## src/rtl/sound_sched.sv

```systemverilog
// sound_sched: prioritised sound request scheduler.
//
// Each requester strobes req_i[i] with a 3-bit code. The code is latched into a
// per-requester pending slot. One pending slot per cycle (lowest index first)
// moves into a FIFO. A small FSM drains the FIFO one sound at a time:
// IDLE -> ISSUE (one-cycle play_sound pulse) -> PLAY (DUR_CYCLES) ->
// GAP (GAP_CYCLES) -> IDLE.
//
// Optional feature: define SOUND_SCHED_PREEMPT_EN so that req_i[0] flushes the
// FIFO, drops the other pending slots and aborts the current sound. With the
// macro undefined, req_i[0] only wins the pending-slot arbitration.
//
// Ports:
//   clk          system clock
//   rstn         asynchronous active-low reset
//   req_i        per-requester single-cycle request strobes
//   req_code_i   sound codes; slice i is [3i+2:3i], sampled with req_i[i]
//   sound_code_o code of the last issued sound (held until the next issue)
//   play_sound_o single-cycle pulse starting a sound
//   busy_o       pending slot set, FIFO non-empty or FSM not idle
//   q_count_o    number of FIFO entries
//   pending_o    per-requester latched-but-not-queued flags
//   overrun_o    one-cycle pulse when a still-pending code is overwritten
module sound_sched #(
  parameter int unsigned NREQ       = 4,
  parameter int unsigned QDEPTH     = 4,
  parameter int unsigned DUR_CYCLES = 25000000,
  parameter int unsigned GAP_CYCLES = 2500000
) (
  input  logic                    clk,
  input  logic                    rstn,
  input  logic [NREQ-1:0]         req_i,
  input  logic [3*NREQ-1:0]       req_code_i,
  output logic [2:0]              sound_code_o,
  output logic                    play_sound_o,
  output logic                    busy_o,
  output logic [$clog2(QDEPTH):0] q_count_o,
  output logic [NREQ-1:0]         pending_o,
  output logic                    overrun_o
);

  localparam int unsigned AW     = $clog2(QDEPTH);
  localparam int unsigned CW     = AW + 1;
  localparam int unsigned CntMax = (DUR_CYCLES > GAP_CYCLES) ? DUR_CYCLES : GAP_CYCLES;
  // Counter is loaded with (cycles - 1), so log2 of the larger value suffices.
  localparam int unsigned CntW   = (CntMax > 1) ? $clog2(CntMax) : 1;

  typedef enum logic [1:0] {StIdle, StIssue, StPlay, StGap} state_e;

  state_e          state_q;
  logic [CntW-1:0] cnt_q;
  logic [2:0]      sound_code_q;
  logic            play_q;

  logic [NREQ-1:0] pend_q, pend_d;
  logic [2:0]      code_q [NREQ];
  logic [2:0]      code_d [NREQ];
  logic            overrun_q, overrun_d;

  logic [2:0]      mem_q [QDEPTH];
  logic [AW-1:0]   wptr_q, wptr_d, rptr_q, rptr_d;
  logic [CW-1:0]   count_q, count_d;

  logic            preempt, issue, full, found, push, wr_en;
  logic [NREQ-1:0] xfer_oh, leaving;
  logic [2:0]      push_code;

  always_comb begin
    preempt = 1'b0;
`ifdef SOUND_SCHED_PREEMPT_EN
    preempt = req_i[0];
`endif
    issue = (state_q == StIssue);
    full  = (count_q == CW'(QDEPTH));

    // Lowest set pending index wins the single transfer slot.
    found     = 1'b0;
    xfer_oh   = '0;
    push_code = '0;
    for (int i = 0; i < int'(NREQ); i++) begin
      if (pend_q[i] && !found) begin
        found      = 1'b1;
        xfer_oh[i] = 1'b1;
        push_code  = code_q[i];
      end
    end
    // A pop on the same edge frees a slot even when full.
    push    = found && (!full || issue);
    leaving = push ? xfer_oh : '0;

    pend_d    = pend_q & ~leaving;
    code_d    = code_q;
    overrun_d = 1'b0;
    for (int i = 0; i < int'(NREQ); i++) begin
      if (req_i[i]) begin
        // Re-request on the leaving edge is a fresh capture, not an overwrite.
        if (pend_q[i] && !leaving[i]) overrun_d = 1'b1;
        pend_d[i] = 1'b1;
        code_d[i] = req_code_i[3*i +: 3];
      end
    end
    if (preempt) pend_d = pend_d & NREQ'(1);

    wptr_d  = wptr_q;
    rptr_d  = rptr_q;
    count_d = count_q;
    wr_en   = 1'b0;
    if (preempt) begin
      wptr_d  = '0;
      rptr_d  = '0;
      count_d = '0;
    end else begin
      if (push) begin
        wptr_d = wptr_q + AW'(1);
        wr_en  = 1'b1;
      end
      if (issue) rptr_d = rptr_q + AW'(1);
      case ({push, issue})
        2'b10:   count_d = count_q + CW'(1);
        2'b01:   count_d = count_q - CW'(1);
        default: count_d = count_q;
      endcase
    end
  end

  always_ff @(posedge clk or negedge rstn) begin
    if (!rstn) begin
      pend_q    <= '0;
      code_q    <= '{default: '0};
      overrun_q <= 1'b0;
      mem_q     <= '{default: '0};
      wptr_q    <= '0;
      rptr_q    <= '0;
      count_q   <= '0;
    end else begin
      pend_q    <= pend_d;
      code_q    <= code_d;
      overrun_q <= overrun_d;
      wptr_q    <= wptr_d;
      rptr_q    <= rptr_d;
      count_q   <= count_d;
      if (wr_en) mem_q[wptr_q] <= push_code;
    end
  end

  // Playback FSM with registered play_sound and sound_code.
  always_ff @(posedge clk or negedge rstn) begin
    if (!rstn) begin
      state_q      <= StIdle;
      cnt_q        <= '0;
      sound_code_q <= '0;
      play_q       <= 1'b0;
    end else begin
      play_q <= 1'b0;
      if (preempt) begin
        state_q <= StIdle;
        cnt_q   <= '0;
      end else begin
        unique case (state_q)
          StIdle: begin
            if (count_q != '0) begin
              state_q      <= StIssue;
              play_q       <= 1'b1;
              sound_code_q <= mem_q[rptr_q];
            end
          end
          StIssue: begin
            state_q <= StPlay;
            cnt_q   <= CntW'(DUR_CYCLES - 1);
          end
          StPlay: begin
            if (cnt_q == '0) begin
              state_q <= StGap;
              cnt_q   <= CntW'(GAP_CYCLES - 1);
            end else begin
              cnt_q <= cnt_q - CntW'(1);
            end
          end
          StGap: begin
            if (cnt_q == '0) state_q <= StIdle;
            else             cnt_q   <= cnt_q - CntW'(1);
          end
          default: state_q <= StIdle;
        endcase
      end
    end
  end

  assign sound_code_o = sound_code_q;
  assign play_sound_o = play_q;
  assign busy_o       = (|pend_q) || (count_q != '0) || (state_q != StIdle);
  assign q_count_o    = count_q;
  assign pending_o    = pend_q;
  assign overrun_o    = overrun_q;

endmodule

```

## config.mk

```make
export PLATFORM = sky130hd
export DESIGN_NAME = sound_sched
export DESIGN_NICKNAME = d
export VERILOG_FILES = /design/src/rtl/sound_sched.sv
export SDC_FILE = /design/constraint.sdc
export NUM_CORES = 1
export LEC_CHECK = 0
export CORE_MARGIN = 1.5
export CORE_UTILIZATION = 30
export DETAILED_ROUTE_END_ITERATION = 10
export GPL_TIMING_DRIVEN = 0
export PLACE_DENSITY = 0.52
export SKIP_LAST_GASP = 1
export SLEW_MARGIN = 20
export SYNTH_ARGS = -nofsm -noshare
export SYNTH_HDL_FRONTEND = slang
export SYNTH_SLANG_ARGS = --single-unit
```

## constraint.sdc

```tcl
create_clock -name clk -period 8.1 [get_ports clk]
set_input_delay 1.215 -clock clk [delete_from_list [all_inputs] [get_ports clk]]
set_output_delay 1.215 -clock clk [all_outputs]
set_load 0.01 [all_outputs]
```

Word level (Yosys, flattened, before mapping)
Index checks and enable logic that the tools add are counted. Widths: inputs -> output; s select.

Register bits after elaboration: 67. Latch bits: 0. RAM bits: 0. Memory bits (read-only): 0. Input bits: 18. Output and inout port bits: 13. Logic and storage cells: 110. Memories: 0.

Add/subtract/negate cells: 5. $mul: 0. Divide/modulo/power cells: 0. Magnitude comparators: 3. Equal/unequal tests: 10. Shift operators: 0. Muxes and demuxes: 41. Bitwise logic cells: 4. Reduce and logical (&&, ||, !) cells: 30.

Operators with widths (count): $pmux 25 s3 (1); $mux 25 (2); $logic_not 25->1 (1); $sub 25x1->25 const B (1); $mux 1 (22); $mux 3 (7); $bwmux 12 (1); $logic_and 1x1->1 (9); $logic_not 1->1 (8); $ne 2x2->1 const B (4); $pmux 2 s4 (1); $bmux 3 s2 (1); $demux 3 s2 (1); $eq 2x2->1 const B (3); $ge 3x3->1 const B (2); $mux 2 (3); $not 2->3 (2); $pmux 3 s2 (1); $reduce_bool 3->1 (2); $add 2x1->2 const B (2); $and 4x4->4 (1); $eq 2x1->1 const B (2); $mux 4 (1); $not 4->4 (1); 10 further kinds (14).

Depth between registers and ports, before layout
Gate-level depths: netlist of the first run.

Depth after elaboration: 22. Gate-level depth with buffers: 11. Mapped depth without buffers: 11.

Worst setup path after synthesis of the first run
Ideal clock, no wire load.

Path kind: reg-to-reg. Start point: reg state_q[1]. End point: reg count_q[2] (netlist: q_count_o[2]). Setup time: 0.079 ns. Arrival time: 2.548 ns. Data required time: 8.021 ns. Setup slack: 5.473 ns. Cell stages (with the launch flop): 12. Path buffers: 0. Clock period less this slack: 2.627 ns. Cells stage by stage: dfrtp_1 inv_1 ha_1 nor4b_1 nor2_1 inv_1 ha_1 inv_1 fa_1 xor2_1 nor2_1 xor2_1.

Word-level cells in the longest chain between the ends: 5. Elaborated cells on any way between the ends: 7. Those cells by class: eq/ne: 3; mux: 1; reduce/logical: 3.

Ends and longest elaborated chain: start, declared (RTL line 50) `state_e state_q;`; start signal, assigned (RTL line 149) `state_q <= StIdle;`; start signal, assigned (RTL line 156) `state_q <= StIdle;`; start signal, assigned (RTL line 162) `state_q <= StIssue;`; $eq 2x1->1 * (RTL line 73) `issue = (state_q == StIssue);`; $logic_or 1x1->1 (RTL line 88) `push = found && (!full || issue);`; $logic_and 1x1->1 (RTL line 88); $eq 2x1->1 / $eq 2x2->1 (equally long branches) (RTL line 118) `case ({push, issue})`; $pmux 3 s2 / $reduce_bool 2->1 (equally long branches); end signal, assigned (RTL line 141) `count_q <= count_d;`; end, declared (RTL line 62) `logic [CW-1:0] count_q, count_d;`.

Mark *: on every way between the ends. The rest lies on a longest branch, timed or not. A chain may end at the register's enable or synchronous reset.

Worst setup path in the final report of the first run
Start point: reg state_q[0]. End point: out busy_o.

Word-level cells in the longest chain between the ends: 2.

Ends and longest elaborated chain: $reduce_bool 2->1 (RTL line 191) `assign busy_o = (|pend_q) || (count_q != '0) || (state_q != StIdle);`; $logic_or 1x1->1 (RTL line 191); end, declared (RTL line 36) `output logic busy_o,`.

No other way between the ends.

==> results of run 1 <==
[metrics by stage]
stage,setup slack (ns),cells,power [W]
after floorplan,5.473,324,0.0005766
after global placement,3.374,496,0.0006515
after detailed placement,4.507,497,0.0006613
after CTS,4.124,513,0.001059
after global routing,3.927,513,0.001105
final,4.153,513,0.001044
[kinds of logic after synthesis]
family | after synthesis | share of synthesized area
flops | 67 | 0.4827
buf+inv | 27 | 0.03170
compound gates | 84 | 0.1607
xor+xnor | 6 | 0.01513
fa+ha+maj | 12 | 0.04539
simple gates | 97 | 0.1542
mux | 31 | 0.1102
[metal layers]
metal  global-route usage  part of all wire
met3              0.03293             0.040
met4              0.07778             0.024
met5                    0                 0
met1               0.1914              0.47
met2               0.2300              0.47
[flip-flops by register name, indices dropped and copies added, names as in the netlist]
name          flops
sound_code_o      3
state_q           2
mem_q            12
wptr_q            2
q_count_o         3
overrun_o         1
code_q           12
cnt_q            25
pending_o         4
rptr_q            2
play_sound_o      1
[cell usage in the layout, fill, tap and decap left out, types with 11 or more instances in the layout]
cell type,instances
a21oi_1,18
clkdlybuf4s50_1,28
dfrtp_1,67
ha_1,11
inv_1,17
mux2_2,28
nand2_1,17
nor2_1,23
o21ai_0,17
[layout make-up]
| class | instances | area (µm²) |
|---|---|---|
| fillers | 1153 | 7108 |
| multi-input cells | 230 | 1693 |
| flip-flops and latches | 67 | 1677 |
| repair buffers | 30 | 307.8 |
| clock buffers | 11 | 242.7 |
| well taps | 143 | 178.9 |
| inverters | 17 | 63.81 |
| clock inverters | 5 | 52.55 |
| plain buffers | 10 | 46.29 |
[how the worst max path moves through the flow]
stage / endpoint / slack (ns) / start
global route: busy_o / 3.93 / state_q[0]$_DFFE_PN0P_
floorplan: q_count_o[2]$_DFFE_PN0P_ / 5.47 / state_q[1]$_DFFE_PN0P_
global placement: mem_q[4]$_DFFE_PN0P_ / 3.37 / rstn
CTS: busy_o / 4.12 / state_q[0]$_DFFE_PN0P_
finish: busy_o / 4.15 / state_q[0]$_DFFE_PN0P_
detailed placement: busy_o / 4.51 / state_q[0]$_DFFE_PN0P_
[power groups by stage]
stage | combinational, W | clock [W] | sequential (W)
after floorplan | 0.000148 | 0 | 0.000429
after global placement | 0.000221 | 0 | 0.000430
after detailed placement | 0.000228 | 0 | 0.000434
after CTS | 0.000229 | 0.000402 | 0.000428
after global routing | 0.000253 | 0.000416 | 0.000436
final | 0.000224 | 0.000392 | 0.000428
==> results.yml, run 1 <==
cts:
  clockBufferDepth: 2
  cts_htree_levels: 3
  cts_tree: "done"
  clock-root-buffer: "clkbuf_16"
  path_clk_slew_ns: 0.06
  cts_buffers: 9
  cts_setup_buffers: 0
  clk_latency_ns: 0.34
  cts_resized: 0
  postCtsHoldBufs: 0
  cts.sinks: 67
power_and_ir_drop:
  p_seq_frac: 0.410
  switching_share: 0.2712
  p_int_w: 0.0007611
  switching_power_w: 0.0002832
  ir_worst_vdd_v: 0.0001492
  comb_power_share: 0.215
  p_leak_nw: 1.690
  power.density_nw_per_um2: 245.1
  power.share.clock: 0.375
global_routing:
  grt_pass1_vias: 2826
  grt_pass1_wl_um: 14210
  antenna_found_initial: 0
  grt_max_degree: 38
  grtUsageTotal: 0.1475
  grt_overflow: 0
worst_setup_path:
  cp_top_family: "buffers and inverters"
  path_cells: "inv_1 -> ha_1 -> clkbuf_1 -> clkbuf_1 -> nand3_1 -> clkdlybuf4s50_1"
  cp_data_required_time_ns: 6.88
  reg2reg_from: "state_q[1]$_DFFE_PN0P_"
  path_class: "reg -> out"
  r2r_cells: 11
  critPathSlowestCell: "clkbuf_1"
  timing.rr.end: "q_count_o[2]$_DFFE_PN0P_"
  crit_buf_inv: 4
  end_kind: "primary output"
  cp.arrival_ns: 2.73
  crit_fanout: 10
  cp_common_cell: "clkbuf_1"
  rrSetupSlack_ns: 5.27
  path_depth: 6
  critical_path.startpoint_type: "register"
  slowest_delay_ns: 0.54
floorplanning:
  die_width_um: 110.6
  start_util: 0.3055
  die_height_um: 110.6
  row_count: 39
  core_um2: 11370
  die_area_um2: 12230
  ios: 31
routing:
  post_drt_wl_per_cell_um: 16.29
  ant_nets: 0
  drc: 0
  drt_iter0_drc: 119
  routed_wl_um: 8357
  drt_first_pass_iters: 4
  avgViaCountPerCell: 5.287
  vias: 2712
synth:
  syn_area_um2: 3473
  syn_area_per_cell_um2: 10.72
  syn-num-nets: 354
  yosys_register_bits: 67
  seq_area_frac_synth: 0.4827
  synth_ff_type: "dfrtp_1"
  yosys-top-cells-area: "dfrtp_1 (48%), mux2_2 (9.1%), ha_1 (4.0%)"
  netlist_top_cells_count: "dfrtp_1 (67), mux2_2 (28), nor2_1 (23), a21oi_1 (18)"
  ys_types: 51
  synth_top_cell_by_area: "dfrtp_1"
  synth.top_cell.area_share: 0.4827
  yosys_warnings: 0
  synthMostInstantiatedCell: "dfrtp_1"
  synth_edf_count: 0
  async_flop_share: 1.000
  syn_inst: 324
sta:
  worstMarginPinSlew_ns: 0.8251
  finalMaxSlewViolations: 0
  fin_crit_ns: 3.947
  post-route-period-util: 0.4873
  max_freq_ghz: 0.2534
  worst_clock_skew_ns: 0.006385
  hold_violations: 0
  tns_ns: 0
  setup_viol: 0
  maxSlewHeadroom: 0.4449
  fin_hold_ws_ns: 0.5042
  grt_setup_unrepaired: "false"
final_layout:
  fin_area_um2: 4262
  antenna_cells: 0
  drive_gt1_frac: 0.1649
  final_nets: 395
  fin_util: 0.3748
  syn2layout_area_growth_pct: 22.69
placement:
  io_buffers: 29
  gp_congestion: 0.8200
  placed_area_um2: 3960
  hpwl_um: 5964
min_path:
  hold_path_class: "reg -> reg"
  holdCritStartpoint: "mem_q[8]$_DFFE_PN0P_"
  hold_end: "mem_q[8]$_DFFE_PN0P_"
  whs_path_depth: 1
run_status:
  outcome: "finished, final reports clean"
run:
  cap_violations: 0
Note: power is estimated with default switching activity, not from simulation.
==> run 2, diff against run 1 <==
Settings changed: PLACE_DENSITY 0.52 to 0.54.
Clock period 8.1 ns to 3.5 ns, I/O delays scaled along.
==> run 2 against run 1 <==
Flip-flop and latch count unchanged; utilization increased by 0.46 points; register-to-register slack worse by 4.6 ns; setup slack lost 4.0 ns; first-iteration DRC count down 13%; sequential power rose by 130%; final cell count down 0.19%; critical path type unchanged; largest power group is now the clock network.
==> results.yml, run 2 (synthesis results as in run 1) <==
cts:
  cts_setup_buffers: 0
  clockBufferDepth: 2
  cts.sinks: 67
  path_clk_slew_ns: 0.06
  cts_buffers: 9
  clock-root-buffer: "clkbuf_16"
  postCtsHoldBufs: 0
  cts_resized: 0
  cts_htree_levels: 3
  cts_tree: "done"
  clk_latency_ns: 0.33
floorplanning:
  ios: 31
  die_height_um: 110.6
  die_width_um: 110.6
  die_area_um2: 12230
  core_um2: 11370
  row_count: 39
  start_util: 0.3055
final_layout:
  drive_gt1_frac: 0.1653
  final_nets: 395
  top_regs: "cnt_q x25, code_q x12, mem_q x12"
  largest_reg_flops: 25
  layout_commonest_cell: "dfrtp_1"
  syn2layout_area_growth_pct: 24.21
  antenna_cells: 0
  top_register: "cnt_q"
  layout_common_cells: "dfrtp_1 (67), mux2_2 (28), clkdlybuf4s50_1 (28), nor2_1 (23), a21oi_1 (18)"
global_routing:
  grt_pass1_wl_um: 13900
  grt_overflow: 0
  grt_max_degree: 51
  grtUsageTotal: 0.1424
  antenna_found_initial: 0
  grt_pass1_vias: 2687
sta:
  grt_setup_unrepaired: "false"
  finalMaxSlewViolations: 0
  worst_clock_skew_ns: 0.005583
  fin_crit_ns: 3.301
  setup_viol: 0
  maxSlewHeadroom: 0.4480
  hold_violations: 0
  post-route-period-util: 0.9432
  worstMarginPinSlew_ns: 0.8204
  fin_hold_ws_ns: 0.06809
  max_freq_ghz: 0.3029
routing:
  vias: 2739
  post_drt_wl_per_cell_um: 16.23
  route.met3.wl_um: 293
  drc: 0
  drt_first_pass_iters: 4
  avgViaCountPerCell: 5.350
  ant_nets: 0
  drt_iter0_drc: 104
  routed_wl_um: 8308
  top_layer: "met4"
  wl_met1_um: 3870
  dr_wl_met2_um: 4005
worst_setup_path:
  reg2reg_from: "state_q[1]$_DFFE_PN0P_"
  crit_fanout: 10
  cp_data_required_time_ns: 2.97
  end_kind: "primary output"
  worstSetupStartpoint: "state_q[0]$_DFFE_PN0P_"
  critical_path.startpoint_type: "register"
  path_class: "reg -> out"
  cp.arrival_ns: 2.78
placement:
  hpwl_um: 5896
  gp_congestion: 0.8239
  io_buffers: 29
run_status:
  outcome: "finished, final reports clean"
power_and_ir_drop:
  ir_worst_vdd_v: 0.0002785
  p_leak_nw: 1.710
  power_w: 0.002564
  power.density_nw_per_um2: 594.2
min_path:
  hold_path_class: "in -> async"
run:
  cap_violations: 0
run 2: cell count changes in the layout (fill, tap and decap cells not counted):
cell | previous run | this run
buf_16 | 0 | 1
buf_12 | 1 | 0
clkinv_4 | 0 | 2
clkbuf_8 | 1 | 0
bufinv_16 | 1 | 3
clkbuf_1 | 8 | 7
clkinv_2 | 3 | 0
run 2: layout make-up:
class,count,area (µm²)
clock buffers,9,225.2
flip-flops and latches,67,1677
repair buffers,30,315.3
clock inverters,6,115.1
plain buffers,10,46.29
inverters,17,63.81
fillers,1134,7056
well taps,143,178.9
multi-input cells,230,1693
run 2: per-stage QoR:
step           area (µm²)  setup WS [ns]    util  std cells  TNS, ns
6_report             4314         0.1987  0.3794        512        0
5_1_grt              4314        0.02995  0.3794        512        0
4_1_cts              4308         0.1699  0.3789        512        0
3_5_place_dp         3968         0.3069  0.3490        497        0
3_3_place_gp         3943        -0.4593  0.3468        496   -30.38
2_1_floorplan        3473         0.8728       -        324        0
run 2: metal layers:
layer  track usage  vias up
met5             0        -
met4       0.05299        0
met3       0.02525       11
met2        0.2305       66
met1        0.1908     1355
li1              -     1307
run 2: where the power goes:
group	leakage (nW)	total (W)	switching, W	internal, W
Clock	0.162	0.00105	0.000353	0.000694
Sequential	0.774	0.000990	0.0000838	0.000906
Combinational	0.774	0.000527	0.000238	0.000289
Total	1.71	0.00256	0.000674	0.00189
run 2: path summary, 6_finish.rpt:
check | to | slack, ns | cells past startpoint
setup / recovery | busy_o | 0.20 | 6
hold / removal | cnt_q[9]$_DFFE_PN0P_ | 0.07 | 1
setup reg to reg | q_count_o[2]$_DFFE_PN0P_ | 0.71 | 11
hold reg to reg | mem_q[1]$_DFFE_PN0P_ | 0.50 | 1
max in group asynchronous | mem_q[11]$_DFFE_PN0P_ | 2.90 | 2
min in group clk | mem_q[1]$_DFFE_PN0P_ | 0.50 | 1
run 2: worst max-delay path: stages (launching register included):
cell and delay (ns):
dfrtp_1 0.40, inv_1 0.09, ha_1 0.30, clkbuf_1 0.41, clkbuf_1 0.53, nand3_1 0.18, clkdlybuf4s50_1 0.53
==> patch, RTL diff (flow settings as in run 2) <==
Build with the macro `SOUND_SCHED_PREEMPT_EN` defined.
--- a/src/rtl/sound_sched.sv
+++ b/src/rtl/sound_sched.sv
@@ -21,6 +21,8 @@
 //   q_count_o    number of FIFO entries
 //   pending_o    per-requester latched-but-not-queued flags
 //   overrun_o    one-cycle pulse when a still-pending code is overwritten
+`define SOUND_SCHED_PREEMPT_EN
+
 module sound_sched #(
   parameter int unsigned NREQ       = 4,
   parameter int unsigned QDEPTH     = 4,
Check against the original RTL: not equivalent (a bounded check fails within 4 cycles, from zero or initial values and one cycle with rstn low).
==> patch against run 2 <==
The run now ends with design-rule violations left. Worst setup slack gained 0.61 ns. Highest routed layer unchanged. First-iteration DRC count is 55% higher. Global-route usage increased by 0.86 points. Count of clock-buffer cells in the layout did not move. Wire length rose by 8.1%. Synthesized area grew 3.7%. Design area up 2.1%. Sequential share of layout area shrank 0.79 points. Sequential cell count is the same.
Power is not compared: it rests on default switching activity, and its combinational part moved more than twofold at a synthesized area within 25%.
==> patch: results (changes against run 2) <==
MET3_WIRELENGTH_UM=316  # +7.8%
CRIT_SLOWEST_CELL='sky130_fd_sc_hd__or3b_2'
YS_TOP_CELLS_BY_COUNT='sky130_fd_sc_hd__dfrtp_1 (67), sky130_fd_sc_hd__nor2_1 (33), sky130_fd_sc_hd__mux2_2 (27)'
FILL_CELLS=1147  # +1.1%
LAYOUT_SETUP_WS_NS=0.811  # +0.613 ns
GRT_UTIL_MET1_PCT=22.8  # +3.7 points
CRITICAL_PATH_ARRIVAL_NS=2.90  # +0.12 ns
RR_ENDPOINT='cnt_q[8]'
DP_SLACK_NS=0.681  # +0.374 ns
WORST_R2R_PATH_DEPTH=7  # -4
UTILIZATION_PCT=38.1  # +0.14 points
POST_SYNTH_MAIN_AREA_CONTRIBUTORS='sky130_fd_sc_hd__dfrtp_1 (47%), sky130_fd_sc_hd__mux2_2 (8.4%), sky130_fd_sc_hd__nor2_1 (3.4%), sky130_fd_sc_hd__ha_1 (3.1%), sky130_fd_sc_hd__a31oi_1 (2.8%)'
FRACTION_OF_LAYOUT_INSTANCES_USING_A_DRIVE_STRENGTH_ABOVE_1_PCT=15.7  # -0.83 points
SETUP.WORST_PATH.START='cnt_q[0]'
CRIT_PATH_END_KIND='register'
SLEW_HEADROOM_PCT=41.4  # -3.4 points
DRC=1  # +1
GP_CONGESTION=0.856  # +3.9%
OUTCOME='finished with violations'
DPL.HPWL_UM=6440  # +9.1%
MET2_DEMAND_TO_CAPACITY_SHARE_IN_GLOBAL_ROUTING_PCT=21.4  # -1.6 points
PLACEDINSTANCEAREA_UM2=4090  # +3.1%
GRT_START_MAX_NET_PINS=41  # -20%
FIRST_PASS_GRT_WIRE_LENGTH_UM=15300  # +10%
DETAILEDROUTE.FIRSTPASSITERATIONCOUNT=7  # +3
WL_MET2_UM=3890  # -2.9%
WL_MET1_UM=4650  # +20%
VIOLATIONS_IN_THE_FINAL_REPORTS='design-rule violations'
YS_TYPES=59  # +16%
REG2REG_FROM='cnt_q[0]'
DRT_ITER0_DRC=161  # +55%
## patch: cell count changes after synthesis, sizes merged, moves of 6 or more
cell and delta:
or3 -6, a31oi +7, o31ai -8, nor2 +10, o21ai +6
## patch: per-stage QoR
| step | setup TNS, ns | std cells |
|---|---|---|
| after CTS | 0 | 538 |
| final | 0 | 538 |
| after global routing | 0 | 538 |
| after floorplan | 0 | 349 |
| after detailed placement | 0 | 522 |
| after global placement | -32.27 | 521 |
## patch: cell families after synthesis
family	Yosys count	share of synthesized area, %
fa+ha+maj	10	3.68
mux	33	11.1
flops	67	46.5
xor+xnor	8	1.94
simple gates	116	18.1
buf+inv	27	2.92
compound gates	88	15.7
## patch: how the worst min path moves through the flow
| stage | from | end | cells past startpoint | slack (ns) |
|---|---|---|---|---|
| floorplan | rstn | cnt_q[0] | 0 | 0.23 |
| global placement | mem_q[7] | mem_q[7] | 1 | 0.48 |
| detailed placement | rstn | code_q[8] | 1 | 0.47 |
| CTS | rstn | code_q[8] | 1 | 0.12 |
| global route | rstn | code_q[8] | 1 | 0.13 |
| finish | rstn | code_q[6] | 1 | 0.11 |
## patch: power breakdown
group,leakage (µW),internal [µW],switching (µW)
clock,0.000149,566,382
sequential,0.000858,1020,250
combinational,0.000844,713,973
## patch: area by class of cell
type,instances,area share [%]
flip-flops and latches,67,38.1
inverters,12,1.02
clock buffers,9,5.11
clock inverters,7,1.90
plain buffers,15,1.36
repair buffers,30,6.99
well taps,143,4.06
multi-input cells,255,41.5
## patch: worst max-delay path: cells and delay by family, from the launching register on
family	cells	cell delay (ns)
adder cells (fa/ha/maj)	1	0.28
buffers and inverters	1	0.08
AND/OR/NAND/NOR	4	1.24
AO/OA/AOI/OAI	1	0.51
flip-flops	1	0.44
